===== src/rtl/vending_pkg.sv =====
// Shared vending-machine definitions: dispenser states, coin values,
// one-hot ejector codes and the 6-bit change value width.
package vending_pkg;

    localparam int VALUE_W = 6;

    typedef enum logic [2:0] {
        ST_IDLE,
        ST_EJECT,
        ST_GAP,
        ST_FINISH,
        ST_FAULT
    } disp_state_t;

    localparam logic [VALUE_W-1:0] COIN_10 = 6'd10;
    localparam logic [VALUE_W-1:0] COIN_5  = 6'd5;
    localparam logic [VALUE_W-1:0] COIN_2  = 6'd2;
    localparam logic [VALUE_W-1:0] COIN_1  = 6'd1;

    localparam logic [3:0] EJ_NONE = 4'b0000;
    localparam logic [3:0] EJ_10   = 4'b1000;
    localparam logic [3:0] EJ_5    = 4'b0100;
    localparam logic [3:0] EJ_2    = 4'b0010;
    localparam logic [3:0] EJ_1    = 4'b0001;

    // Largest possible result is 3*(10+5+2+1) = 54, so 6 bits never overflow.
    function automatic logic [VALUE_W-1:0] change_value(input logic [1:0] n10,
                                                        input logic [1:0] n5,
                                                        input logic [1:0] n2,
                                                        input logic [1:0] n1);
        return VALUE_W'(n10) * COIN_10 + VALUE_W'(n5) * COIN_5
             + VALUE_W'(n2) * COIN_2 + VALUE_W'(n1) * COIN_1;
    endfunction

endpackage


===== src/rtl/change_dispenser_coin_picker.sv =====
// Priority select of the largest denomination still owed: one-hot ejector
// code plus that coin's unit value (zero when nothing is owed).
module coin_picker
    import vending_pkg::*;
(
    input  logic [1:0]         cnt_10,
    input  logic [1:0]         cnt_5,
    input  logic [1:0]         cnt_2,
    input  logic [1:0]         cnt_1,
    output logic [3:0]         code,
    output logic [VALUE_W-1:0] value
);

    always_comb begin
        code  = EJ_NONE;
        value = '0;
        if (cnt_10 != 2'd0) begin
            code  = EJ_10;
            value = COIN_10;
        end else if (cnt_5 != 2'd0) begin
            code  = EJ_5;
            value = COIN_5;
        end else if (cnt_2 != 2'd0) begin
            code  = EJ_2;
            value = COIN_2;
        end else if (cnt_1 != 2'd0) begin
            code  = EJ_1;
            value = COIN_1;
        end
    end

endmodule


===== src/rtl/change_dispenser.sv =====
// Coin ejector sequencer: latches change counts on load and releases one coin
// per ack, largest first. CHANGE_DISP_TIMEOUT_EN adds the ack timeout / fault.
module change_dispenser
    import vending_pkg::*;
#(
    parameter int GAP_CYCLES  = 2,
    parameter int ACK_TIMEOUT = 64
) (
    input  logic               clock,
    input  logic               reset,
    input  logic               load,
    input  logic [1:0]         c10,
    input  logic [1:0]         c5,
    input  logic [1:0]         c2,
    input  logic [1:0]         c1,
    input  logic               coin_ack,
    output logic [3:0]         eject,
    output logic               busy,
    output logic               done,
    output logic [VALUE_W-1:0] remaining,
    output logic               fault
);

    localparam logic [3:0] GAP_LAST = 4'(GAP_CYCLES - 1);

    disp_state_t        state;
    disp_state_t        state_next;
    logic [1:0]         cnt_10;
    logic [1:0]         cnt_5;
    logic [1:0]         cnt_2;
    logic [1:0]         cnt_1;
    logic [3:0]         gap_cnt;
    logic [3:0]         pick_code;
    logic [VALUE_W-1:0] pick_value;
    logic [3:0]         coin_total;
    logic               more_coins;
    logic               timed_out;

    coin_picker u_picker (
        .cnt_10 (cnt_10),
        .cnt_5  (cnt_5),
        .cnt_2  (cnt_2),
        .cnt_1  (cnt_1),
        .code   (pick_code),
        .value  (pick_value)
    );

    // Coins left after the one currently being ejected decides GAP vs FINISH.
    assign coin_total = {2'b00, cnt_10} + {2'b00, cnt_5} + {2'b00, cnt_2} + {2'b00, cnt_1};
    assign more_coins = coin_total > 4'd1;

`ifdef CHANGE_DISP_TIMEOUT_EN
    localparam logic [7:0] ACK_LAST = 8'(ACK_TIMEOUT - 1);
    logic [7:0] wait_cnt;

    // Counts EJECT cycles without an ack; zero in every other state, so it
    // is already clear whenever EJECT is entered.
    always_ff @(posedge clock or negedge reset) begin
        if (!reset) begin
            wait_cnt <= '0;
        end else if (state != ST_EJECT) begin
            wait_cnt <= '0;
        end else if (!coin_ack) begin
            wait_cnt <= wait_cnt + 8'd1;
        end
    end

    assign timed_out = (wait_cnt == ACK_LAST);
    assign fault     = (state == ST_FAULT);
`else
    assign timed_out = 1'b0;
    // ACK_TIMEOUT is never negative, so this is a constant low.
    assign fault     = (ACK_TIMEOUT < 0);
`endif

    always_ff @(posedge clock or negedge reset) begin
        if (!reset) begin
            state <= ST_IDLE;
        end else begin
            state <= state_next;
        end
    end

    always_comb begin
        state_next = state;
        case (state)
            ST_IDLE: begin
                if (load) begin
                    state_next = ((c10 | c5 | c2 | c1) != 2'b00) ? ST_EJECT : ST_FINISH;
                end
            end
            ST_EJECT: begin
                if (coin_ack) begin
                    state_next = more_coins ? ST_GAP : ST_FINISH;
                end else if (timed_out) begin
                    state_next = ST_FAULT;
                end
            end
            ST_GAP: begin
                if (gap_cnt == GAP_LAST) begin
                    state_next = ST_EJECT;
                end
            end
            ST_FINISH: state_next = ST_IDLE;
            ST_FAULT:  state_next = ST_FAULT;
            default:   state_next = ST_IDLE;
        endcase
    end

    // Coin counters, remaining value and gap timer.
    always_ff @(posedge clock or negedge reset) begin
        if (!reset) begin
            cnt_10    <= '0;
            cnt_5     <= '0;
            cnt_2     <= '0;
            cnt_1     <= '0;
            remaining <= '0;
            gap_cnt   <= '0;
        end else begin
            case (state)
                ST_IDLE: begin
                    if (load) begin
                        cnt_10    <= c10;
                        cnt_5     <= c5;
                        cnt_2     <= c2;
                        cnt_1     <= c1;
                        remaining <= change_value(c10, c5, c2, c1);
                    end
                end
                ST_EJECT: begin
                    gap_cnt <= '0;
                    if (coin_ack) begin
                        remaining <= remaining - pick_value;
                        case (pick_code)
                            EJ_10:   cnt_10 <= cnt_10 - 2'd1;
                            EJ_5:    cnt_5  <= cnt_5 - 2'd1;
                            EJ_2:    cnt_2  <= cnt_2 - 2'd1;
                            EJ_1:    cnt_1  <= cnt_1 - 2'd1;
                            default: ;
                        endcase
                    end
                end
                ST_GAP:  gap_cnt <= gap_cnt + 4'd1;
                default: ;
            endcase
        end
    end

    assign eject = (state == ST_EJECT) ? pick_code : EJ_NONE;
    assign busy  = (state == ST_EJECT) || (state == ST_GAP) || (state == ST_FINISH);
    assign done  = (state == ST_FINISH);

endmodule


===== config.mk =====
export PLATFORM = sky130hd
export DESIGN_NAME = change_dispenser
export DESIGN_NICKNAME = d
export VERILOG_FILES = /design/src/rtl/vending_pkg.sv /design/src/rtl/change_dispenser_coin_picker.sv /design/src/rtl/change_dispenser.sv
export SDC_FILE = /design/constraint.sdc
export NUM_CORES = 1
export LEC_CHECK = 0
export BUFFER_PORTS_ARGS = -buffer_cell sky130_fd_sc_hd__buf_4
export CAP_MARGIN = 10
export CORE_ASPECT_RATIO = 0.9
export CORE_MARGIN = 3
export CORE_UTILIZATION = 50
export CTS_BUF_LIST = sky130_fd_sc_hd__clkbuf_2 sky130_fd_sc_hd__clkbuf_4 sky130_fd_sc_hd__clkbuf_8
export DETAILED_ROUTE_END_ITERATION = 16
export PLACE_DENSITY = 0.68
export RECOVER_POWER = 50
export SYNTH_ARGS = -nofsm -noshare
export SYNTH_HDL_FRONTEND = slang
export SYNTH_HIERARCHICAL = 1
export SYNTH_SLANG_ARGS = --single-unit

===== constraint.sdc =====
create_clock -name clock -period 6.7 [get_ports clock]
set_input_delay 0.335 -clock clock [delete_from_list [all_inputs] [get_ports clock]]
set_output_delay 0.335 -clock clock [all_outputs]
set_load 0.01 [all_outputs]

==> results of run 1 <==
-- what timing repair did --
action,in CTS,in global routing
endpoints found under the setup margin,0,0
gates resized for setup,0,0
buffers inserted,0,0
endpoints found under the hold margin,21,0
hold buffers,1,0
-- cell families after synthesis --
logic type	Yosys count	synth area share, %
muxes	4	1.97
adders and majority gates	29	20.5
AOI/OAI and AO/OA	63	19.9
and+or+nand+nor	77	20.2
other	2	0.370
buffers and inverters	44	9.56
DFF	21	25.9
xor gates and xnor gates	4	1.73
-- layer usage --
metal | global-route usage, % | vias to the layer above | wire length (um)
li1 | - | 874 | -
met1 | 29.5 | 786 | 2230
met2 | 28.8 | 36 | 1830
met3 | 3.04 | 4 | 194
met4 | 3.46 | 0 | 28
met5 | 0 | - | 0
-- registers in the layout (all words and copies together) (netlist names) --
register and flops:
state 3, cnt_2 2, remaining 6, cnt_10 2, cnt_1 2, gap_cnt 4
cnt_5 2
-- tightest hold or removal path, stage by stage --
cell and delay (ns):
buf_4 0.10, nand3_1 0.06, nand3_1 0.08
-- power by group through the flow --
stage                     sequential (W)   clock, W  combinational, W
after floorplan                 0.000247          0          0.000550
after global placement          0.000264          0          0.000682
after detailed placement        0.000267          0          0.000695
after CTS                       0.000264  0.0000923          0.000698
after global routing            0.000275  0.0000943          0.000801
final                           0.000264  0.0000893          0.000686
-- worst paths after layout --
check / end / slack, ns
worst max-delay path: state[0] / 4.00
worst min-delay path: cnt_1[0] / 0.34
worst max register to register: state[0] / 4.00
worst min register to register: remaining[1] / 0.57
max in group asynchronous: cnt_5[1] / 5.09
min in group asynchronous: remaining[3] / 0.86
-- stage by stage --
stage	utilization (%)	hold slack, ns
CTS	59.1	0.336
global placement	57.6	0.244
floorplan	-	0.0394
global route	58.6	0.367
finish	58.6	0.344
detailed placement	57.6	0.244
-- cells in the mapped netlist (all sizes together), types with 3 or more instances --
master	count	area, um2
nor4b	4	35.0
inv	30	113
nor2	23	93.8
o21ai	12	63.8
dfrtp	21	526
nor4	3	18.8
nand2	10	37.5
buf	9	62.6
nor3	10	55.1
or3	5	31.3
o22ai	5	31.3
nor2b	3	18.8
a21oi	20	104
nand3	7	35.0
o211ai	4	30.0
o21a	6	45.0
and2	4	25.0
a21o	3	22.5
mux2i	4	40.0
clkbuf	5	18.8
xnor2	3	26.3
fa	7	140
ha	22	275
-- final cells by class --
class / count / area [um2] / area share, %
clock buffer: 4 / 48.8 / 2.19
inverter: 30 / 113 / 5.05
multi-input combinational: 180 / 1320 / 59.1
sequential: 21 / 526 / 23.6
tap: 46 / 57.6 / 2.58
timing repair buffer: 25 / 168 / 7.52
==> out/metrics.yaml, run 1 <==
clock_network:
  cts_buffer_depth: 2
  cts.sinks: 21
  htreeDepth: 1
  cts_tree: "built"
  clock_latency_ns: 0.26
  cts_root_buffer: "clkbuf_8"
  clk_pin_slew_worst_paths_ns: 0.08
  numCtsBuffers: 3
placed_design:
  io_buffers: 23
  gp_congestion: 0.810
  place_ws_ns: 4.01
  placedCellCount: 301
  dp_hpwl_um: 3350
  place_area_um2: 2190
status:
  outcome: "finished, final reports clean"
routing:
  postRouteAntennaNets: 0
  routed_wl_um: 4280
  route.detailed.drc: 0
  post_drt_wl_per_cell_um: 14.0
  first_pass_iters: 4
  vias_per_cell: 5.56
  first_iter_violations: 67
  vias: 1700
setup_path:
  path_depth: 11
  worst-r2r-cell-count: 11
  path_delay_family: "adder cells"
  end_kind: "register"
  path_max_fanout: 4
  cp.buffers_inverters: 3
  rr_startpoint: "cnt_5[1]"
  startpoint_type: "register"
  crit_arrival_ns: 2.89
  slowest_stage: "fa_1"
  cp_slowest_stage_delay_ns: 0.50
  path_class: "reg -> reg"
  worstSetupStartpoint: "cnt_5[1]"
  path_cells: "inv_1 -> fa_1 -> inv_1 -> fa_1 -> ha_1 -> inv_1 -> fa_1 -> nand3b_1 -> a21oi_1 -> a21oi_1 -> nor2_1"
  required_ns: 6.89
pwr:
  power_w: 0.00104
  cellPowerDensity_nw_per_um2: 466
  leakage_nw: 1.06
  pwr-share-comb_pct: 66.0
  p_sw_share_pct: 49.0
  switchingPower_w: 0.000510
  ir_worst_vdd_v: 0.000250
  p_int_w: 0.000530
  seqPwrFrac_pct: 25.4
  clkPwrFrac_pct: 8.6
yosys:
  syn-instance-count: 244
  ys_warn_count: 6
  synth_edf_count: 0
  synth_top_flop_cell: "dfrtp_1"
  synth_seq_cells: 21
  syn_avg_cell_area_um2: 8.32
  synth_cell_type_count: 48
  synth-seq-area-share_pct: 25.9
  synth_area_um2: 2030
  synthArstFlopShare_pct: 100
layout:
  area_growth_pct: 9.93
  n_fill_cell: 362
  fin_area_um2: 2230
  instances_no_fill: 306
  drive_above_1_share_pct: 12.3
  fin_nets: 302
  final_cell_mix: "29 x inv_1, 22 x ha_1, 21 x dfrtp_1, 20 x nor2_1, 19 x a21oi_1"
  final_common_cell: "inv_1"
  num_antenna_cells: 0
global_routing:
  grt_usage_pct: 19.4
  grt_pass1_wl_um: 7440
  overflow: 0
  antenna_found_initial: 0
  grt_pass1_vias: 1576
  grt_max_degree: 25
timing:
  rsz0062_at_grt: "false"
  finalHoldViolCount: 0
  finalSetupViolations: 0
  fin_crit_sh_pct: 40.3
  slew_headroom_pct: 16.8
  period_needed_ns: 2.70
  setup_ws_ns: 4.00
  max_freq_ghz: 0.370
  slew_viol_final: 0
  finalSetupTns_ns: 0
  tightest_slew_ns: 1.25
  finalClockSkew_ns: 0.00324
min_path:
  hold_depth: 3
  hp-start: "c1[0]"
  min_path_type: "in -> reg"
floorplanning:
  core_area_um2: 3810
  die_h_um: 66.4
  dieArea_um2: 4860
  die_x_um: 73.2
  start_util_pct: 53.3
  rows: 21
  io_pins: 25
run:
  cap_violations: 0
(Power assumes the default switching activity.)
==> inputs of run 2 (changes only) <==
--- a/config.mk
+++ b/config.mk
@@ -5,6 +5,7 @@
 export SDC_FILE = /design/constraint.sdc
 export NUM_CORES = 1
 export LEC_CHECK = 0
+export ABC_AREA = 1
 export BUFFER_PORTS_ARGS = -buffer_cell sky130_fd_sc_hd__buf_4
 export CAP_MARGIN = 10
 export CORE_ASPECT_RATIO = 0.9
==> constraint.sdc (replaced) <==
create_clock -name clock -period 2.7 [get_ports clock]
set_input_delay 0.135 -clock clock [delete_from_list [all_inputs] [get_ports clock]]
set_output_delay 0.135 -clock clock [all_outputs]
set_load 0.01 [all_outputs]
==> out/metrics.yaml, run 2 <==
min_path:
  min_to: "state[0]"  # was cnt_1[0]
  min_path_type: "in -> reg"  # unchanged
  hp-start: "coin_ack"  # was c1[0]
  hold_depth: 3  # unchanged
yosys:
  yosysMostFrequentCell: "nand2_1"  # was inv_1
  yosysTopAreaCell: "dfrtp_1"  # unchanged
  synth-seq-area-share_pct: 25.5  # was 25.9%
  synth_top_family_by_area: "simple AND/OR/NAND/NOR gates"  # was adder cells
  synth_seq_cells: 21  # unchanged
  ys_warn_count: 6  # unchanged
  synth_area_um2: 2060  # was 2030 um2
  synth_edf_count: 0  # unchanged
  synthMuxAreaShare_pct: 0  # was 1.97%
  synth-compound-area-share_pct: 9.16  # was 19.9%
  syn-instance-count: 294  # was 244
  yosys-top-cells-area: "dfrtp_1 25%, nand2_1 15%, ha_1 13%, inv_1 8.6%, fa_1 6.8%"  # was dfrtp_1 26%, ha_1 14%, fa_1 6.9%, inv_1 5.4%, a21oi_1 4.7%
  synthSimpleGateAreaFrac_pct: 28.8  # was 20.2%
  synth_xor_area_share_pct: 3.82  # was 1.73%
  synth_top_flop_cell: "dfrtp_1"  # unchanged
  synth-adder-area-share_pct: 20.1  # was 20.5%
  synth_cell_type_count: 31  # was 48
  synthArstFlopShare_pct: 100  # unchanged
  synthTopCellsByCount: "82 x nand2_1, 47 x inv_1, 23 x nor2_1"  # was 29 x inv_1, 22 x ha_1, 21 x dfrtp_1
  syn_avg_cell_area_um2: 7.01  # was 8.32 um2
  synth_top_cell_area_share_pct: 25.5  # was 25.9%
timing:
  slew_viol_final: 0  # unchanged
  rsz0062_at_grt: "false"  # unchanged
  period_needed_ns: 2.54  # was 2.70 ns
  fin_crit_sh_pct: 94.0  # was 40.3%
  max_freq_ghz: 0.394  # was 0.370 GHz
  finalSetupViolations: 0  # unchanged
  finalClockSkew_ns: 0.00421  # was 0.00324 ns
  slew_headroom_pct: 21.6  # was 16.8%
  tightest_slew_ns: 1.18  # was 1.25 ns
  finalHoldViolCount: 0  # unchanged
  finalSetupTns_ns: 0  # unchanged
floorplanning:
  die_x_um: 73.7  # was 73.2 um
  io_pins: 25  # unchanged
  rows: 21  # unchanged
  die_h_um: 66.9  # was 66.4 um
  start_util_pct: 53.8  # was 53.3%
  dieArea_um2: 4930  # was 4860 um2
  core_area_um2: 3840  # was 3810 um2
setup_path:
  rr_startpoint: "cnt_10[1]"  # was cnt_5[1]
  crit_arrival_ns: 2.74  # was 2.89 ns
  required_ns: 2.90  # was 6.89 ns
  r2r_slack_ns: 0.16  # was 4.00 ns
  path_max_fanout: 2  # was 4
  r2r_end: "state[0]"  # unchanged
  startpoint_type: "register"  # unchanged
  path_class: "reg -> reg"  # unchanged
  end_kind: "register"  # unchanged
  worst-r2r-cell-count: 11  # unchanged
clock_network:
  clock_latency_ns: 0.27  # was 0.26 ns
  numCtsBuffers: 3  # unchanged
  cts_tree: "built"  # unchanged
  htreeDepth: 1  # unchanged
  cts_root_buffer: "clkbuf_8"  # unchanged
  cts.sinks: 21  # unchanged
  clk_pin_slew_worst_paths_ns: 0.08  # about the same
  cts_buffer_depth: 2  # unchanged
pwr:
  clkPwrFrac_pct: 7.6  # was 8.6%
  seqPwrFrac_pct: 22.1  # was 25.4%
  leakage_nw: 1.30  # was 1.06 nW
  p_int_w: 0.00134  # was 0.000530 W
  cellPowerDensity_nw_per_um2: 1220  # was 466 nW/um2
  switchingPower_w: 0.00147  # was 0.000510 W
  p_sw_share_pct: 52.3  # was 49.0%
  ir_worst_vdd_v: 0.000663  # was 0.000250 V
  power_w: 0.00281  # was 0.00104 W
  pwr-share-comb_pct: 70.3  # was 66.0%
routing:
  route.detailed.drc: 0  # unchanged
  first_iter_violations: 90  # was 67
  first_pass_iters: 4  # unchanged
  routed_wl_um: 4310  # was 4280 um
  dr.max_layer_used: "met4"  # unchanged
  m1WireLength_um: 2130  # was 2230 um
  vias: 1795  # was 1700
  postRouteAntennaNets: 0  # unchanged
  wl_met2_um: 2000  # was 1830 um
  met3WireLength_um: 159  # was 194 um
  post_drt_wl_per_cell_um: 11.9  # was 14.0 um
  vias_per_cell: 4.94  # was 5.56
layout:
  top_regs: "remaining x6, gap_cnt x4, state x3"  # unchanged
  drive_above_1_share_pct: 12.3  # about the same
  n_fill_cell: 378  # was 362
  instances_no_fill: 363  # was 306
  final_cell_mix: "82 x nand2_1, 46 x inv_1, 23 x nor2_1, 22 x ha_1"  # was 29 x inv_1, 22 x ha_1, 21 x dfrtp_1, 20 x nor2_1, 19 x a21oi_1
  area_growth_pct: 11.3  # was 9.93%
  largest_register_ffs: 6  # unchanged
  top_register: "remaining"  # unchanged
  num_antenna_cells: 0  # unchanged
  fin_area_um2: 2300  # was 2230 um2
  final_common_cell: "nand2_1"  # was inv_1
  fin_nets: 359  # was 302
global_routing:
  grt_pass1_vias: 1635  # was 1576
  grt_pass1_wl_um: 7380  # was 7440 um
  antenna_found_initial: 0  # unchanged
  overflow: 0  # unchanged
  grt_max_degree: 33  # was 25
  grt_usage_pct: 19.1  # was 19.4%
placed_design:
  io_buffers: 23  # unchanged
  place_area_um2: 2240  # was 2190 um2
  placedCellCount: 356  # was 301
  dp_hpwl_um: 3450  # was 3350 um
  gp_congestion: 0.797  # was 0.810
status:
  outcome: "finished, final reports clean"  # unchanged
run:
  cap_violations: 0  # unchanged
run 2: changes by cell type after synthesis, sizes merged, moves of 6 or more:
cell,before,now
nand3,7,22
nand2,10,85
inv,30,50
a21oi,20,11
nor3,10,0
o21a,6,0
o21ai,12,20
run 2: how the worst max path moves through the flow:
stage	start	end	slack [ns]	cells after the start
floorplan	cnt_10[1]	state[0]	0.10	11
global placement	cnt_5[1]	state[0]	0.15	11
detailed placement	cnt_5[1]	state[0]	0.07	11
CTS	cnt_5[1]	state[0]	0.06	11
global route	cnt_10[1]	state[0]	0.004	11
finish	cnt_10[1]	state[0]	0.16	11
run 2: power groups by stage:
stage	registers, W	clock network [W]	logic [W]
floorplan	0.000623	0	0.00151
global placement	0.000623	0	0.00195
detailed placement	0.000632	0	0.00195
CTS	0.000625	0.000217	0.00198
global route	0.000640	0.000227	0.00232
finish	0.000620	0.000213	0.00197
run 2: kinds of logic after synthesis:
kind of cell               Yosys count
AOI/OAI and AO/OA                   36
adders and majority gates           29
buffers and inverters               59
other                                2
DFF                                 21
xor gates and xnor gates             9
and+or+nand+nor                    138
run 2: timing repair:
item,CTS,global route
setup endpoints to repair,0,1
setup buffers,0,2
resized for setup,0,3
hold buffers,1,0
endpoints found under the hold margin,21,0
run 2: stage by stage:
| step | setup slack (ns) | hold slack (ns) | util (%) |
|---|---|---|---|
| after floorplan | 0.104 | -0.161 | - |
| after global placement | 0.146 | 0.0426 | 58.4 |
| after detailed placement | 0.0685 | 0.0407 | 58.4 |
| after CTS | 0.0595 | 0.180 | 59.9 |
| after global routing | 0.00419 | 0.169 | 59.9 |
| final | 0.163 | 0.159 | 59.9 |
run 2: layout make-up:
cell class	count	area [um2]	area share (%)
Inverter	50	190	8.28
Clock inverter	1	5.00	0.218
Multi-Input combinational cell	215	1290	56.1
Timing Repair Buffer	27	186	8.12
Clock buffer	3	41.3	1.80
Tap cell	46	57.6	2.51
Sequential cell	21	527	22.9
run 2: critical path, stage by stage, from the launching register on:
cell     delay (ns)
dfrtp_1        0.35
inv_1          0.06
fa_1           0.53
inv_1          0.05
fa_1           0.50
ha_1           0.15
inv_1          0.05
fa_1           0.47
nand3_1        0.07
nor2_1         0.09
nor2_1         0.04
o21ai_1        0.12
run 2: routing by layer:
metal  GRT usage (%)  vias to the layer above
li1                -                      953
met1            26.2                      811
met2            31.9                       26
met3            3.17                        5
met4            2.71                        0
met5               0                        -
